===== src/rtl/fir_serial_to_unfolded.sv =====
// fir_serial_to_unfolded: packs three valid serial samples into one unfolded word,
// with a flush that emits a zero-padded partial group.
module fir_serial_to_unfolded #(
    parameter int NBIT = 8
) (
    input  logic            clk,
    input  logic            rst_n,
    input  logic [NBIT-1:0] din,
    input  logic            vin,
    input  logic            flush,
    output logic [NBIT-1:0] dout3k,
    output logic [NBIT-1:0] dout3k1,
    output logic [NBIT-1:0] dout3k2,
    output logic            vout,
    output logic            partial,
    output logic [1:0]      phase
);
    logic [NBIT-1:0] h0, h1;
    logic            full, pad;

    assign full = vin && phase == 2'd2;
    assign pad  = flush && (vin || phase != 2'd0);

    always_ff @(posedge clk or negedge rst_n) begin
        if (!rst_n) begin
            h0      <= '0;
            h1      <= '0;
            dout3k  <= '0;
            dout3k1 <= '0;
            dout3k2 <= '0;
            vout    <= 1'b0;
            partial <= 1'b0;
            phase   <= 2'd0;
        end else begin
            vout <= full || pad;
            if (vin && phase == 2'd0) h0 <= din;
            if (vin && phase == 2'd1) h1 <= din;
            if (full) begin
                dout3k  <= h0;
                dout3k1 <= h1;
                dout3k2 <= din;
                partial <= 1'b0;
                phase   <= 2'd0;
            end else if (pad) begin
                // padded lanes are forced to zero so stale holds never leak out
                dout3k  <= phase == 2'd0 ? din : h0;
                dout3k1 <= phase == 2'd2 ? h1 : (phase == 2'd1 && vin) ? din : '0;
                dout3k2 <= '0;
                partial <= 1'b1;
                phase   <= 2'd0;
            end else if (vin) begin
                phase <= phase + 2'd1;
            end
        end
    end
endmodule


===== config.mk =====
export PLATFORM = sky130hd
export DESIGN_NAME = fir_serial_to_unfolded
export DESIGN_NICKNAME = d
export VERILOG_FILES = /design/src/rtl/fir_serial_to_unfolded.sv
export SDC_FILE = /design/constraint.sdc
export NUM_CORES = 1
export LEC_CHECK = 0
export ABC_AREA = 1
export CORE_ASPECT_RATIO = 0.6
export CORE_MARGIN = 2
export CORE_UTILIZATION = 45
export CTS_CLUSTER_DIAMETER = 150
export CTS_CLUSTER_SIZE = 24
export DETAILED_ROUTE_END_ITERATION = 12
export MAX_ROUTING_LAYER = met4
export PLACE_DENSITY = 0.85
export SYNTH_ARGS = -nofsm -noshare
export SYNTH_HDL_FRONTEND = slang
export SYNTH_SLANG_ARGS = --single-unit

===== constraint.sdc =====
create_clock -name clk -period 1.5 [get_ports clk]
set_input_delay 0.15 -clock clk [delete_from_list [all_inputs] [get_ports clk]]
set_output_delay 0.15 -clock clk [all_outputs]
set_load 0.1 [all_outputs]

# Word level (Yosys, flattened, before mapping)
# Cells that the tools add are included.
# classes
addsub	1
eq_ne	2
mux	14
reduce_logical	10
# op_table
op	count
$mux 8	9
$mux 2	3
$logic_and 1x1->1	4
$reduce_bool 2->1	2
$reduce_bool 3->1	1
$add 2x1->2 const B	1
$eq 2x1->1 const B	1
$eq 2x2->1 const B	1
$logic_not 2->1	1
$logic_or 1x1->1	2
$mux 1	2
# word_totals
regBits	44
in_bits	12
elab_cells	35

# Depth between registers and ports, before layout
# Gate-level depths: netlist of the first run.
# logic_depth
ltp_word	6
depth_mapped	9
mapped_depth_nobuf	8

# Least setup slack after synthesis of the first run
# No wires, ideal clock.
# synth_path
path_type	reg2reg
startpoint	register phase[0]
endpoint	register h0[0]
setup_time_ps	131
arrival_time_ps	2053
required_ps	1369
setup_slack_ps	-684
stages_incl_launch_ff	7
period_less_slack_ps	2184
path_cell_list	dfrtp_1 > inv_1 > ha_1 > buf_2 > nand2_1 > clkbuf_1 > o21ai_0
# synth_between
elab_chain_cells	2
# synth_lines
item	line_no	rtl
start, declared	16	output logic [1:0] phase
start signal, assigned	52	phase <= phase + 2'd1;
$logic_not 2->1	36	if (vin && phase == 2'd0) h0 <= din;
$logic_and 1x1->1	36	
end signal, assigned	36	
end, declared	18	logic [NBIT-1:0] h0, h1;
# No other way between the ends.
# A chain may end at the register's enable or synchronous reset.

# Final worst setup path of the first run
# layout_path
startpoint	register phase[1]
endpoint	register dout3k1[2]
# layout_between
elab_chain_cells	6
elab_cells_between_ends	12
classes_between	eq/ne: 2; mux: 4; reduce/logical: 6
# layout_lines
item	line_no	rtl
$eq 2x1->1	47	dout3k1 <= phase == 2'd2 ? h1 : (phase == 2'd1 && vin) ? din : '0;
$logic_and 1x1->1	47	
$mux 8 (2 in series)	47	
$mux 8	44	end else if (pad) begin
$mux 8	38	if (full) begin
end signal, assigned	47	
end, declared	12	output logic [NBIT-1:0] dout3k1,
# Several ways; a longest one is shown, not always the timed one. The select of a mux whose other input is x is not followed.

==> results of run 1 <==
## worst register-to-register path, cell delays in order, from the launching register on
cell	delay, ns
dfrtp_4	0.53
ha_4	0.19
nand2_4	0.15
buf_4	0.18
nand3_1	0.10
nand3_1	0.10
nand2_1	0.06
## placed cells by master, fill, tap and decap left out
cell type         n
inv_1            27
clkbuf_8          5
dfrtp_4           2
nand3_1          40
ha_4              2
inv_2             1
clkbuf_16         1
dlygate4sd3_1     1
nand4_1           2
nand2_2           3
buf_4             8
nand2_4           3
clkinv_2          3
a21oi_1           2
o21ai_0          16
dfrtp_1          42
nand2_1          85
buf_12           30
inv_8             1
ha_1              1
bufinv_16         1
buf_2             1
inv_4             1
inv_6             1
ha_2              1
clkbuf_1          1
nand2_8           1
clkdlybuf4s50_1  10
## logic make-up (layout without fill, tap and decap cells)
family / after synthesis / count (layout)
adders and majority gates: 4 / 4
DFF: 44 / 44
and+or+nand+nor: 134 / 134
AOI/OAI and AO/OA: 18 / 18
buffers and inverters: 42 / 92
## sequential cells by signal (all words and copies together), names as in the netlist
register and cells:
dout3k2 8, phase 2, h1 8, partial 1
dout3k1 8, vout 1, h0 8, dout3k 8
## final timing paths
| check | start | to | slack [ns] | cells after the start |
|---|---|---|---|---|
| max | phase[1] | dout3k1[2] | 0.07 | 6 |
| min | rst_n | dout3k2[5] | 0.32 | 2 |
| max reg2reg | phase[1] | dout3k1[2] | 0.07 | 6 |
| min reg2reg | h0[5] | h0[5] | 0.49 | 2 |
| max in group asynchronous | rst_n | phase[1] | 0.67 | 3 |
| min in group clk | din[6] | dout3k2[6] | 0.48 | 3 |
## cell type report
| class | count | share of cell area [%] |
|---|---|---|
| clock buffers | 6 | 2.41 |
| clock inverters | 2 | 1.17 |
| inverters | 33 | 4.70 |
| repair buffers | 51 | 26.6 |
| flip-flops and latches | 44 | 36.9 |
| multi-input cells | 156 | 25.7 |
| well taps | 60 | 2.50 |
## timing repair
action                                  in CTS  in global routing
hold endpoints to repair                    16                  0
setup buffers                                0                  1
resized for setup                            0                  7
hold buffers                                 1                  0
endpoints found under the setup margin       0                 33
## layer usage
metal  track usage [%]  share of wire [%]  wire length, µm
met1              28.9                 46             2260
met2              31.4                 47             2280
met3              5.56                4.7              228
met4              6.81                2.5              124
met5                 -                  0                0
## metrics by stage
| step | hold WS, ns | setup TNS [ns] | setup slack [ns] | instance area, µm² |
|---|---|---|---|---|
| after floorplan | -0.146 | -0.804 | -0.0395 | 2080 |
| after global placement | 0.0950 | 0 | 0.0602 | 2830 |
| after detailed placement | 0.0942 | 0 | 0.0101 | 2830 |
| after CTS | 0.316 | 0 | 0.0402 | 2940 |
| after global routing | 0.362 | -0.00997 | -0.00445 | 3010 |
| final | 0.315 | 0 | 0.0732 | 3010 |
==> metrics, run 1 <==
CTS tree built; Reg area 1110 µm²; area of the multi-input gates 772 µm²; Synth area leaders dfrtp_1 55%, nand2_1 16%, nand3_1 10%; nets 307; top fanout value on the critical path 7; most common cell in the synthesized netlist nand2_1; final setup fails 0; Worst Path Buf+Inv 1; width of the die 90.1 µm; Hold Path Class primary input to async pin; Distinct cells, synth 16; Slew @ Worst Pin 0.410 ns; xor/xnor share of the synthesized area 0%; DR vias/cell 5.00; post-synthesis mux area share 0%; largest net degree at the start of global routing 29; unrepaired setup endpoints after global routing yes; Worst path max stage delay 0.53 ns; Layout area overhead 50.0%; Tmin final 1.43 ns; clock skew 0.00636 ns; H-Tree Depth 2; chip height 55.7 µm; initial antenna violation count 0; I/O Pins 40; asr flop ratio synth 100%; Synth top area share 55.0%; Overall Global Routing Usage 21.2%; Post-synth EDFFs 0; Placed Cells 341; Starting Density 47.8%; Reg clk slew, reported paths 0.08 ns; Critical Path End Type flop; CP Launch Type flop; post-route non-filler standard cell count 352; Layout Utilization 71.7%; Worst path top cell family by delay flip-flops; TritonCTS Sinks 44; most frequent CP cell nand3_1; die area 5020 µm²; largest family of logic cells by synthesized area simple AND/OR/NAND/NOR gates; Worst Path Class, Setup flop to flop; total number of vias 1,761; Post-synth top cells 87 x nand2_1, 44 x dfrtp_1, 40 x nand3_1; CP cell instances ha_4 > nand2_4 > buf_4 > nand3_1 > nand3_1 > nand2_1; Synth Area in Compound Gates 4.50%; fin. max-slew vios 0; Adder-Cell Fraction of Synth Area 2.50%; slew margin rel. 72.7%; Final ANT Viol Nets 0; slowest CP cell dfrtp_4; row count 18; highest clock rate 701 MHz; WP data required 1.69 ns; first-pass GRT wire length 8270 µm; cell count after synthesis 242; PortBufs 39; grt ovf 0; core area 4190 µm²; drt initial violations 87; Worst Path Arrival 1.62 ns; Max Cap Violations 0; WL per Instance 13.9 µm; final hold violation count 0; # diodes 0; placer congestion estimate 0.818; drt first pass iters 4; sequential area share after synthesis 55.0%; post-synthesis simple-gate area fraction 28.7%; Syn Area/Cell 8.28 µm²; fill cell count 305; DR DRC count 0; Syn Std Cell Area 2000 µm²; Yosys reg bits 44; worst skew pair latency 0.30 ns; Synth Flop Type dfrtp_1; vias in the first global route 1,732; Clock Tree Buf Depth 2; largest area contributor in the netlist dfrtp_1; syn_nets 258; root buf cell clkbuf_8; layout cell share with drive strength beyond 1 22.3%; CTS buffer count 5; fin crit share 95.1%; Total Routed Length 4890 µm; Detail Placement HPWL 3490 µm; synth warn 0; status finished clean
Power of run 1 is left out: the tool's default activity adds up to more than one toggle a clock period on the data nets, which glitch-free logic cannot reach.
==> inputs of run 2 (changes only) <==
ABC_AREA = default   (was 1)
==> run 2 against run 1 <==
  * The run now ends with setup timing left
  * Register-to-register slack got worse by 0.33 ns
  * Synthesized area decreased by 0.12%
  * Wire length increased by 7.7%
  * Critical path depth did not move
  * Global-route usage is 1.4 points higher
  * First-iteration DRC count shrank 34%
  * Cell count shrank 24%
  * Maximum frequency fell by 19%
  * Die area is 0.11% lower
  * Via count down 19%
  * Critical endpoint is now dout3k[7]
==> metrics, run 2 <==
status finished, violations left; failing checks setup timing; row count 18 (unchanged); worst skew pair latency 0.30 ns (about the same); PwrDens 2130 nW/µm²; I/O Pins 40 (unchanged); # diodes 0 (unchanged); synth warn 0 (unchanged); Clock Tree Buf Depth 2 (unchanged); slew margin rel. 65.5% (-7.1 points); Worst Path Class, Setup flop to flop; WL per Instance 19.6 µm (+41%); most common cell in the synthesized netlist dfrtp_1; width of the die 90.1 µm (about the same); Post-synth top cells 44 x dfrtp_1, 16 x mux2_2, 9 x nand3_1; DR vias/cell 5.32 (+6.4%); grt ovf 0 (unchanged); TritonCTS Sinks 44 (unchanged); Critical Path End Type flop; Total Power 6.68 mW; fin. max-slew vios 0 (unchanged); post-route setup slack -0.252 ns (-0.326 ns); Worst R2R Setup Slack -0.25 ns (-0.33 ns); fin crit share 117% (+22 points); syn_nets 163 (-37%); Starting Density 47.8% (-0.060 points); nets 225 (-27%); die area 5010 µm² (-0.11%); highest clock rate 571 MHz (-19%); Syn Std Cell Area 2000 µm² (-0.12%); DR DRC count 0 (unchanged); placed standard-cell area 2910 µm² (+3.0%); cell count after synthesis 147 (-39%); slowest CP cell dfrtp_4; chip height 55.7 µm (about the same); Worst path top cell family by delay multiplexers; CTS tree built; initial antenna violation count 0 (unchanged); Hold Path Class primary input to async pin; Layout area overhead 56.9%; Synth area leaders dfrtp_1 55%, mux2_2 9.0%, mux2_4 6.0%; asr flop ratio synth 100% (unchanged); sequential area share after synthesis 55.0% (+0.069 points); total number of vias 1,432 (-19%); Peak VDD IR 1090 µV; PortBufs 39 (unchanged); Worst Path Buf+Inv 2 (+1); root buf cell clkbuf_8; Leak Pwr 1.51 nW; Worst path max stage delay 0.51 ns (-0.02 ns); Distinct cells, synth 31 (+15); clock skew 0.0100 ns (+0.00369 ns); commonest non-fill, non-tap cell in the layout dfrtp_1; Post-synth EDFFs 0 (unchanged); final setup fails 24 (+24); unrepaired setup endpoints after global routing yes; top fanout value on the critical path 6 (-1); H-Tree Depth 2 (unchanged); cell area after layout 3140 µm² (+4.5%); final hold violation count 0 (unchanged); Synth top area share 55.0% (+0.069 points); layout cell share with drive strength beyond 1 47.8% (+26 points); Max Cap Violations 0 (unchanged); Final ANT Viol Nets 0 (unchanged); Yosys reg bits 44 (unchanged); WP data required 1.69 ns (about the same); placer congestion estimate 0.824 (+0.72%); Slew @ Worst Pin 0.517 ns (+0.107 ns); vias in the first global route 1,600 (-7.6%); Syn Area/Cell 13.6 µm² (+64%); Reg clk slew, reported paths 0.08 ns (about the same); Synth Flop Type dfrtp_1; Worst Path Arrival 1.94 ns (+0.32 ns); Detail Placement HPWL 3750 µm (+7.5%); WHS 0.346 ns (+0.0312 ns); largest area contributor in the netlist dfrtp_1; largest net degree at the start of global routing 25 (-14%); drt first pass iters 4 (unchanged); CTS buffer count 5 (unchanged); core area 4190 µm² (unchanged); Tmin final 1.75 ns (+0.326 ns); Total Routed Length 5270 µm (+7.7%); most frequent CP cell mux2_4; CP cell instances inv_4 > ha_4 > a21boi_4 > buf_12 > mux2_4 > mux2_4; commonest cells after routing, fill and taps aside 42 x dfrtp_1, 34 x buf_12, 16 x mux2_4; Overall Global Routing Usage 22.6% (+1.4 points); drt initial violations 57 (-34%); CP Launch Type flop; first-pass GRT wire length 8360 µm (+1.1%)
-- run 2: through the flow --
step / worst slack (ns) / TNS [ns] / cells / util (%)
after floorplan: -0.449 / -8.48 / 147 / -
after global placement: -0.230 / -5.68 / 256 / 69.5
after detailed placement: -0.301 / -7.47 / 256 / 69.5
after CTS: -0.233 / -2.68 / 267 / 73.8
after global routing: -0.267 / -3.63 / 269 / 74.9
final: -0.252 / -2.81 / 269 / 74.9
-- run 2: timing repair --
action,in CTS,in global routing
endpoints found under the hold margin,20,0
gates cloned,0,1
hold buffers,1,0
buffers inserted,3,3
setup endpoints to repair,33,24
pin swaps,1,8
resized for setup,14,1
-- run 2: power by group --
part	switching, mW	internal (mW)	total (mW)	leakage (nW)
sequential	0.366	1.59	1.95	0.550
combinational	2.32	1.70	4.01	0.924
clock	0.400	0.316	0.716	0.0400
total	3.08	3.60	6.68	1.51
-- run 2: layer usage --
metal / global-route usage [%] / share of wire (%) / vias up
li1: - / - / 654
met1: 26.3 / 41 / 721
met2: 36.8 / 50 / 44
met3: 6.64 / 6.2 / 13
met4: 10.5 / 2.6 / 0
met5: - / 0 / -
-- run 2: worst paths after layout --
kind / cells after the start / from / to
min reg2reg: 1 / h1[5] / h1[5]
min: 2 / rst_n / dout3k2[3]
max in group asynchronous: 3 / rst_n / dout3k1[6]
min in group clk: 1 / h1[5] / h1[5]
max reg2reg: 6 / phase[1] / dout3k[7]
max: 6 / phase[1] / dout3k[7]
-- run 2: layout make-up --
cell class / instances / area [µm²]
tap: 60 / 75.1
clock inverter: 2 / 12.5
multi-input combinational: 93 / 910
clock buffer: 5 / 68.8
inverter: 3 / 26.3
fill: 253 / 1050
sequential: 44 / 1110
timing repair buffer: 62 / 938
-- run 2: logic make-up after synthesis --
kind of cell             Yosys count  share of synthesized area, %
AO/OA/AOI/OAI                     30                          11.8
adder cells (fa/ha/maj)            4                          2.50
buffers and inverters             10                          4.25
flip-flops                        44                          55.0
multiplexers                      32                          19.0
AND/OR/NAND/NOR                   27                          7.44
-- run 2: worst reg2reg max path, stage by stage (launching register included) --
cell      delay [ns]
dfrtp_4         0.51
inv_4           0.08
ha_4            0.13
a21boi_4        0.21
buf_12          0.15
mux2_4          0.30
mux2_4          0.27
No activity file was read; power rests on OpenSTA's default activity.
